--- src/rtl/rob_multi_wb_pkg.sv ---
// rob_multi_wb_pkg: shared widths and constants for the multi-writeback reorder buffer
package rob_multi_wb_pkg;
    localparam int ROB_DEPTH = 32;
    localparam int ROB_TAG_W = 5;
    localparam int ROB_DATA_W = 32;
    localparam int ROB_ADDR_W = 32;
    localparam int ROB_REG_W = 5;
    localparam int ROB_NUM_WB = 2;
    localparam logic [ROB_TAG_W-1:0] TAG_NONE = '0;
    localparam logic STORE = 1'b1;
    localparam logic NOT_JUMP = 1'b0;
endpackage

--- src/rtl/rob_ptr_inc.sv ---
// rob_ptr_inc: wrapping pointer increment that skips the reserved tag 0
module rob_ptr_inc #(
    parameter int TAG_W = 5
) (
    input  logic [TAG_W-1:0] cur,
    output logic [TAG_W-1:0] nxt
);
    assign nxt = (cur == {TAG_W{1'b1}}) ? TAG_W'(1) : cur + TAG_W'(1);
endmodule

--- src/rtl/rob_multi_wb.sv ---
// rob_multi_wb: in-order-commit reorder buffer with several writeback ports,
// store retire handshake and flush on a mispredicted branch at the head
module rob_multi_wb
    import rob_multi_wb_pkg::*;
#(
    parameter int DEPTH  = ROB_DEPTH,
    parameter int TAG_W  = ROB_TAG_W,
    parameter int DATA_W = ROB_DATA_W,
    parameter int ADDR_W = ROB_ADDR_W,
    parameter int REG_W  = ROB_REG_W,
    parameter int NUM_WB = ROB_NUM_WB
) (
    input  logic                     clk,
    input  logic                     rst,
    input  logic                     rdy,
    input  logic                     alloc_en,
    input  logic [REG_W-1:0]         alloc_regnm,
    input  logic                     alloc_store,
    input  logic                     alloc_pd,
    output logic                     alloc_ok,
    output logic [TAG_W-1:0]         alloc_tag,
    output logic                     full,
    input  logic [NUM_WB-1:0]        wb_en,
    input  logic [NUM_WB*TAG_W-1:0]  wb_tag,
    input  logic [NUM_WB*DATA_W-1:0] wb_dt,
    input  logic [NUM_WB-1:0]        wb_ac,
    input  logic [NUM_WB*ADDR_W-1:0] wb_jpc,
    output logic                     st_req,
    output logic [TAG_W-1:0]         st_tag,
    input  logic                     st_ack,
    output logic                     cm_en,
    output logic [REG_W-1:0]         cm_regnm,
    output logic [DATA_W-1:0]        cm_dt,
    output logic [TAG_W-1:0]         cm_tag,
    output logic                     flush,
    output logic [ADDR_W-1:0]        flush_pc
);
    logic [DEPTH-1:0]  valid, done, store, pd, ac;
    logic [REG_W-1:0]  regnm [DEPTH];
    logic [DATA_W-1:0] dt [DEPTH];
    logic [ADDR_W-1:0] jpc [DEPTH];
    logic [TAG_W-1:0]  head, tail, head_nx, tail_nx, count;
    logic [TAG_W-1:0]  wt [NUM_WB];
    logic [DATA_W-1:0] wd [NUM_WB];
    logic [ADDR_W-1:0] wj [NUM_WB];
    logic retire_alu, retire_st, mispred;

    for (genvar i = 0; i < NUM_WB; i++) begin : g_wb
        assign wt[i] = wb_tag[i*TAG_W +: TAG_W];
        assign wd[i] = wb_dt[i*DATA_W +: DATA_W];
        assign wj[i] = wb_jpc[i*ADDR_W +: ADDR_W];
    end

    rob_ptr_inc #(.TAG_W(TAG_W)) u_head_inc (.cur(head), .nxt(head_nx));
    rob_ptr_inc #(.TAG_W(TAG_W)) u_tail_inc (.cur(tail), .nxt(tail_nx));

    assign full       = count == TAG_W'(DEPTH - 1);
    assign alloc_ok   = alloc_en && !full && !flush && rdy;
    assign alloc_tag  = tail;
    assign st_req     = valid[head] && store[head] == STORE && done[head];
    assign st_tag     = st_req ? head : TAG_W'(TAG_NONE);
    assign retire_alu = rdy && valid[head] && store[head] != STORE && done[head];
    assign retire_st  = rdy && st_req && st_ack;
    assign mispred    = retire_alu && pd[head] != ac[head];

    always_ff @(posedge clk) begin
        if (rst) begin
            valid    <= '0;
            pd       <= {DEPTH{NOT_JUMP}};
            head     <= TAG_W'(1);
            tail     <= TAG_W'(1);
            count    <= '0;
            cm_en    <= 1'b0;
            flush    <= 1'b0;
            cm_regnm <= '0;
            cm_dt    <= '0;
            cm_tag   <= '0;
            flush_pc <= '0;
        end else if (rdy) begin
            cm_en <= retire_alu;
            flush <= mispred;
            if (retire_alu) begin
                cm_regnm <= regnm[head];
                cm_dt    <= dt[head];
                cm_tag   <= head;
            end
            if (mispred)
                flush_pc <= jpc[head];
            // highest index first so port 0 lands last and wins a tag collision
            for (int p = NUM_WB - 1; p >= 0; p--)
                if (wb_en[p] && valid[wt[p]]) begin
                    done[wt[p]] <= 1'b1;
                    ac[wt[p]]   <= wb_ac[p];
                    dt[wt[p]]   <= wd[p];
                    jpc[wt[p]]  <= wj[p];
                end
            if (alloc_ok) begin
                valid[tail] <= 1'b1;
                done[tail]  <= 1'b0;
                store[tail] <= alloc_store;
                pd[tail]    <= alloc_pd;
                regnm[tail] <= alloc_regnm;
                tail        <= tail_nx;
            end
            if (retire_alu || retire_st) begin
                valid[head] <= 1'b0;
                head        <= head_nx;
            end
            count <= count + TAG_W'(alloc_ok) - TAG_W'(retire_alu || retire_st);
            if (mispred) begin
                valid <= '0;
                head  <= TAG_W'(1);
                tail  <= TAG_W'(1);
                count <= '0;
            end
        end
    end
endmodule

--- config.mk ---
export PLATFORM = sky130hd
export DESIGN_NAME = rob_multi_wb
export DESIGN_NICKNAME = d
export VERILOG_FILES = /design/src/rtl/rob_multi_wb_pkg.sv /design/src/rtl/rob_ptr_inc.sv /design/src/rtl/rob_multi_wb.sv
export SDC_FILE = /design/constraint.sdc
export NUM_CORES = 2
export LEC_CHECK = 0
export BUFFER_PORTS_ARGS = -buffer_cell sky130_fd_sc_hd__buf_2
export CORE_MARGIN = 2
export CORE_UTILIZATION = 45
export CTS_CLUSTER_SIZE = 16
export DETAILED_ROUTE_END_ITERATION = 6
export PLACE_DENSITY = 0.71
export SLEW_MARGIN = 40
export SYNTH_ARGS = -nofsm -noshare
export SYNTH_HDL_FRONTEND = slang
export SYNTH_SLANG_ARGS = --single-unit
--- constraint.sdc ---
create_clock -name clk -period 14.5 [get_ports clk]
set_input_delay 3.625 -clock clk [delete_from_list [all_inputs] [get_ports clk]]
set_output_delay 3.625 -clock clk [all_outputs]
set_load 0.05 [all_outputs]
After elaboration in Yosys (flattened, before gate mapping):

Memory sizes are Yosys's and may differ from the RTL's. A register that Yosys moved wholly into a read port is not among the register bits.
Cells that the tools add are included.

* memory bits (writable): 2208
* bits in read-only memories: 0
* output and inout bits: 89
* register bits after elaboration: 182
* bits of input ports: 154
* memories: 3
* bits in latches: 0

* order comparisons: 8
* div/mod/pow operators: 0
* equality and inequality tests: 4
* reduce and logical (&&, ||, !) cells: 29
* muxes and demuxes: 62
* bitwise logic cells: 9
* $add $sub $neg: 4
* shifts and indexed selects: 0
* multipliers: 0

Memories
* dt: words 32, width 32, rd ports 1, clocked after memory_dff 1, wr ports 2, RTL line rob_multi_wb.sv:40 `logic [DATA_W-1:0] dt [DEPTH];`
* jpc: words 32, width 32, rd ports 1, clocked after memory_dff 1, wr ports 2, RTL line rob_multi_wb.sv:41 `logic [ADDR_W-1:0] jpc [DEPTH];`
* regnm: words 32, width 5, rd ports 1, clocked after memory_dff 1, wr ports 1, RTL line rob_multi_wb.sv:39 `logic [REG_W-1:0] regnm [DEPTH];`

Operators by type and width (count)
* $mux 32: 16
* $bwmux 32: 4
* $or 32x32->32: 3
* $and 32x32->32: 2
* $not 32->32: 2
* $mux 5: 8
* $bmux 1 s5: 7
* $lt 5x6->1 const B: 4
* $mux 1: 23
* $demux 1 s5: 4
* $ge 5x1->1 const B: 4
* $logic_and 1x1->1: 17
* $eq 5x5->1 const B: 3
* $reduce_and 2->1: 6
* $add 5x1->5 const B: 2
* $add 5x1->5: 1
* $sub 5x1->5: 1
* $reduce_bool 2->1: 2
* $reduce_and 3->1: 1
* $logic_not 1->1: 2
* $not 1->1: 2
* $logic_or 1x1->1: 1
* $ne 1x1->1: 1

Depth between registers and ports, before layout:

* depth after elaboration: 14
* gate-level depth with buffers: 19

Modules after synthesis:

From an unflattened synthesis, not the netlist that was laid out.

* cell total of the unflattened synthesis: 7499
* area total of the unflattened synthesis: 121799.3 µm²

Modules (own cells, without submodules)
* rob_multi_wb: cells an instance 7479, area an instance 121626.6 µm², instances 1
* rob_ptr_inc: cells an instance 10, area an instance 86.3 µm², instances 2

Worst setup path after synthesis:

Ideal clock, no wire load.

* path kind: input-to-reg
* start point: input port wb_tag[5]
* end point: memory dt[11][0] in the netlist's numbering (enable)
* library setup time: 0.575 ns
* slack: 4.466 ns
* data required time: 13.925 ns
* data arrival time: 9.459 ns
* stages: 8
* cells stage by stage: buf_2 buf_2 mux4_2 a22oi_1 nand4_1 and3_1 nand3_1 o21ai_0

RTL lines
* start, declared: RTL line rob_multi_wb.sv:24 `input logic [NUM_WB*TAG_W-1:0] wb_tag,`
* end, declared: RTL line rob_multi_wb.sv:40

Final worst setup path:

* start point: register head[1]
* end point: output port st_tag[3]

* cells in the longest elaborated chain, start to end: 5
* elaborated cells on any way between the ends: 9

Ends and longest elaborated chain
* start, declared: RTL line rob_multi_wb.sv:42 `logic [TAG_W-1:0] head, tail, head_nx, tail_nx, count;`
* start signal, assigned: RTL line rob_multi_wb.sv:107 `head <= head_nx;`
* $bmux 1 s5: RTL line rob_multi_wb.sv:60 `assign st_req = valid[head] && store[head] == STORE && done[head];`
* $mux 1 (implied by the code): RTL line rob_multi_wb.sv:60
* $logic_and 1x1->1: RTL line rob_multi_wb.sv:60
* $logic_and 1x1->1 (*): RTL line rob_multi_wb.sv:60
* $mux 5 (*): RTL line rob_multi_wb.sv:61 `assign st_tag = st_req ? head : TAG_W'(TAG_NONE);`
* end, declared: RTL line rob_multi_wb.sv:29 `output logic [TAG_W-1:0] st_tag,`

Every way passes the cells marked *; elsewhere a longest branch is shown, timed or not. The select of a mux whose other input is x is not followed.

==> flow_summary.ini <==
[drt]
drt-met1-wl_um = 144000
ant_nets = 0
wl_met3_um = 44100
drt_drc_violations_left = 0
drt_iter0_drc = 10100
wl_met2_um = 177000
viasPerCell = 6.66
wire_per_inst_um = 35.1
wl_um = 381000
drt_pre_antenna_iters = 6
routed.top_layer = met5
vias = 72400

[timing]
worst_pin_slew_ns = 0.976
fin_tns_setup_ns = 0
relSlewSlack_pct = 34.9
setup_violations = 0
period_share_pct = 57.3
finClkSkew_ns = 0.0423
fmax_ghz = 0.120
finalHoldViolCount = 0
slew_viol_final = 0
fin_crit_ns = 8.31
rsz0062_at_grt = no

[critical_path]
end_kind = output pin
worstPathRequired_ns = 10.88
crit_family = simple AND/OR/NAND/NOR gates
critPathKind = flop to output pin
cp_max_fo = 79
critPathBufInv = 3
path_cells = buf_12, buf_16, mux2_1, o22ai_1, or4_4, or4b_2, nor2_1, buf_2
crit_slowest_cell = or4b_2
cp.depth = 8
r2r_cells = 18
max_stage_delay_ns = 0.82
arrival_ns = 4.68
startpoint_type = flop

[global_routing]
grt_overflow = 0
grt_usage_pct = 27.3
grt_max_degree = 120
grt_pass1_vias = 71500
grt_first_pass_wirelength_um = 538000
antenna_found_initial = 49

[final_layout]
area_growth_pct = 10.5
stdcell_area_um2 = 134000
finalNetCount = 7260
drive_gt1_share_pct = 48.8
fin_cells = 10900

[synthesis]
synth_seq_cells = 2459
yosysUniqueCellTypes = 75
yosysTopAreaCell = edfxtp_1
synth_ff_type = edfxtp_1
post-synth-top-area-fraction_pct = 56.9
synth.avg_cell_area_um2 = 16.7
synth_edf_count = 2304
syn_area_um2 = 122000
yosys_warnings = 0
syn_nets = 7433
syn_inst = 7262
synth_common_cells = edfxtp_1, mux2_2, mux4_2
async_flop_share_pct = 0
synthTopCellsByArea = edfxtp_1, mux2_2, mux4_2
yosysMostFrequentCell = edfxtp_1
yosysSeqAreaShare_pct = 59.4

[worst_hold_path]
worstHoldPathCells = 2
holdCritPathClass = flop to flop

[floorplan]
io_pins = 243
start_util_pct = 45.3
fp.dieW_um = 524
fp.coreArea_um2 = 268000
design.die.area_um2 = 274000
die_h_um = 524
rows = 190

[clock_network]
clkTransAtPathRegs_ns = 0.06
h-tree-depth = 5
cts_tree = done
cts_hold_buf = 0
numCtsBuffers = 276
clkSinkCount = 2459
postCtsSetupRepairBufs = 0
clock-root-buffer = clkbuf_16
clk_path_buf_depth = 4
cts_resized = 0
insertion_delay_ns = 0.86

[placement]
placed_cells = 10400
gp_congestion = 0.921
io_buffers = 242
post_dp_cell_area_um2 = 125000
dpl.hpwl_um = 210000

[power]
p_leak_uw = 0.0420
worst_ir_drop_vdd_uv = 91.9
powerDensity_nw_per_um2 = 115

[run_status]
status = completed

[run]
max_cap_viol_count = 0
==> per-layer routing <==
layer  track usage (%)  vias to the layer above
li1                  -                    28800
met1              37.2                    37900
met2              42.7                     4676
met3              6.21                      907
met4              10.2                       34
met5                 0                        -
==> cells in the final DEF, fill, tap and decap left out, types with 41 or more instances in the layout <==
master	synthesis	layout
a21oi_1	67	67
a221oi_1	75	75
a22o_1	74	74
a22oi_1	133	133
buf_2	170	241
buf_4	68	119
buf_6	39	41
clkbuf_1	535	60
clkbuf_16	0	287
clkinv_1	3	54
dfxtp_1	155	153
edfxtp_1	2304	2304
mux2_1	57	57
mux2_2	2011	2011
mux2i_1	131	131
mux4_2	568	568
nand2_1	116	115
nor2_1	178	176
==> path summary, 6_finish.rpt <==
check                           startpoint   endpoint  slack, ns
worst max-delay path               head[1]  st_tag[3]       6.19
worst max register to register     head[1]   count[4]       8.64
worst min-delay path                 pd[6]      pd[6]       0.45
worst min register to register       pd[6]      pd[6]       0.45
==> cell families (layout without fill, tap and decap cells) <==
group                    count (synthesis)  in the layout  synth area share (%)
multiplexers                          2767           2767                  30.7
flip-flops                            2459           2459                  59.4
buffers and inverters                  900            932                  3.43
AO/OA/AOI/OAI                          613            613                  4.09
AND/OR/NAND/NOR                        502            502                  2.07
adder cells (fa/ha/maj)                 17             17                 0.181
XOR/XNOR                                 4              4                0.0288
other                                    0             15                     0
==> registers in the layout, summed over array words and instances (netlist names) <==
| register | cells |
|---|---|
| done | 32 |
| alloc_tag | 5 |
| flush | 1 |
| ac | 32 |
| valid | 32 |
| cm_tag | 5 |
| jpc | 1024 |
| regnm | 160 |
| count | 5 |
| cm_en | 1 |
| head | 5 |
| pd | 32 |
| cm_dt | 32 |
| store | 32 |
| dt | 1024 |
| flush_pc | 32 |
| cm_regnm | 5 |
==> worst reg2reg max path, cell delays in order (launching register included) <==
cell and delay, ns:
dfxtp_4 0.66, buf_12 0.40, buf_16 0.42, mux2_1 0.40
o22ai_1 0.09, or4_4 0.60, a2111oi_4 0.49, o21a_1 0.71
ha_1 0.37, inv_1 0.05, ha_1 0.17, inv_1 0.06
fa_1 0.42, nor2b_1 0.14, o21a_1 0.13, nor2_1 0.05
xnor2_1 0.12, or3b_1 0.34, a31oi_1 0.16
==> through the flow <==
step                power, uW  utilization [%]  setup slack [ns]  hold WS [ns]
finish                  15400             50.1              6.19         0.454
CTS                     15500             50.0              6.16         0.456
floorplan                8510                -              4.47         0.436
global placement         8700             46.6              6.07         0.443
detailed placement       8730             46.8              6.06         0.448
global route            15800             50.1              6.07         0.477
==> power breakdown <==
part / total, uW / leakage [uW] / switching, uW / internal, uW
Sequential: 7780 / 0.0220 / 12.5 / 7760
Clock: 6850 / 0.00423 / 2900 / 3950
Combinational: 813 / 0.0158 / 458 / 355
==> final cells by class <==
cell class / instances / area [um2]
antenna: 15 / 37.5
timing repair buffer: 429 / 3130
fill: 21800 / 134000
multi-input combinational: 3903 / 45800
clock inverter: 125 / 1060
inverter: 20 / 75.1
sequential: 2459 / 72300
tap: 3552 / 4440
clock buffer: 358 / 7560
No activity file was read; power rests on OpenSTA's default activity.
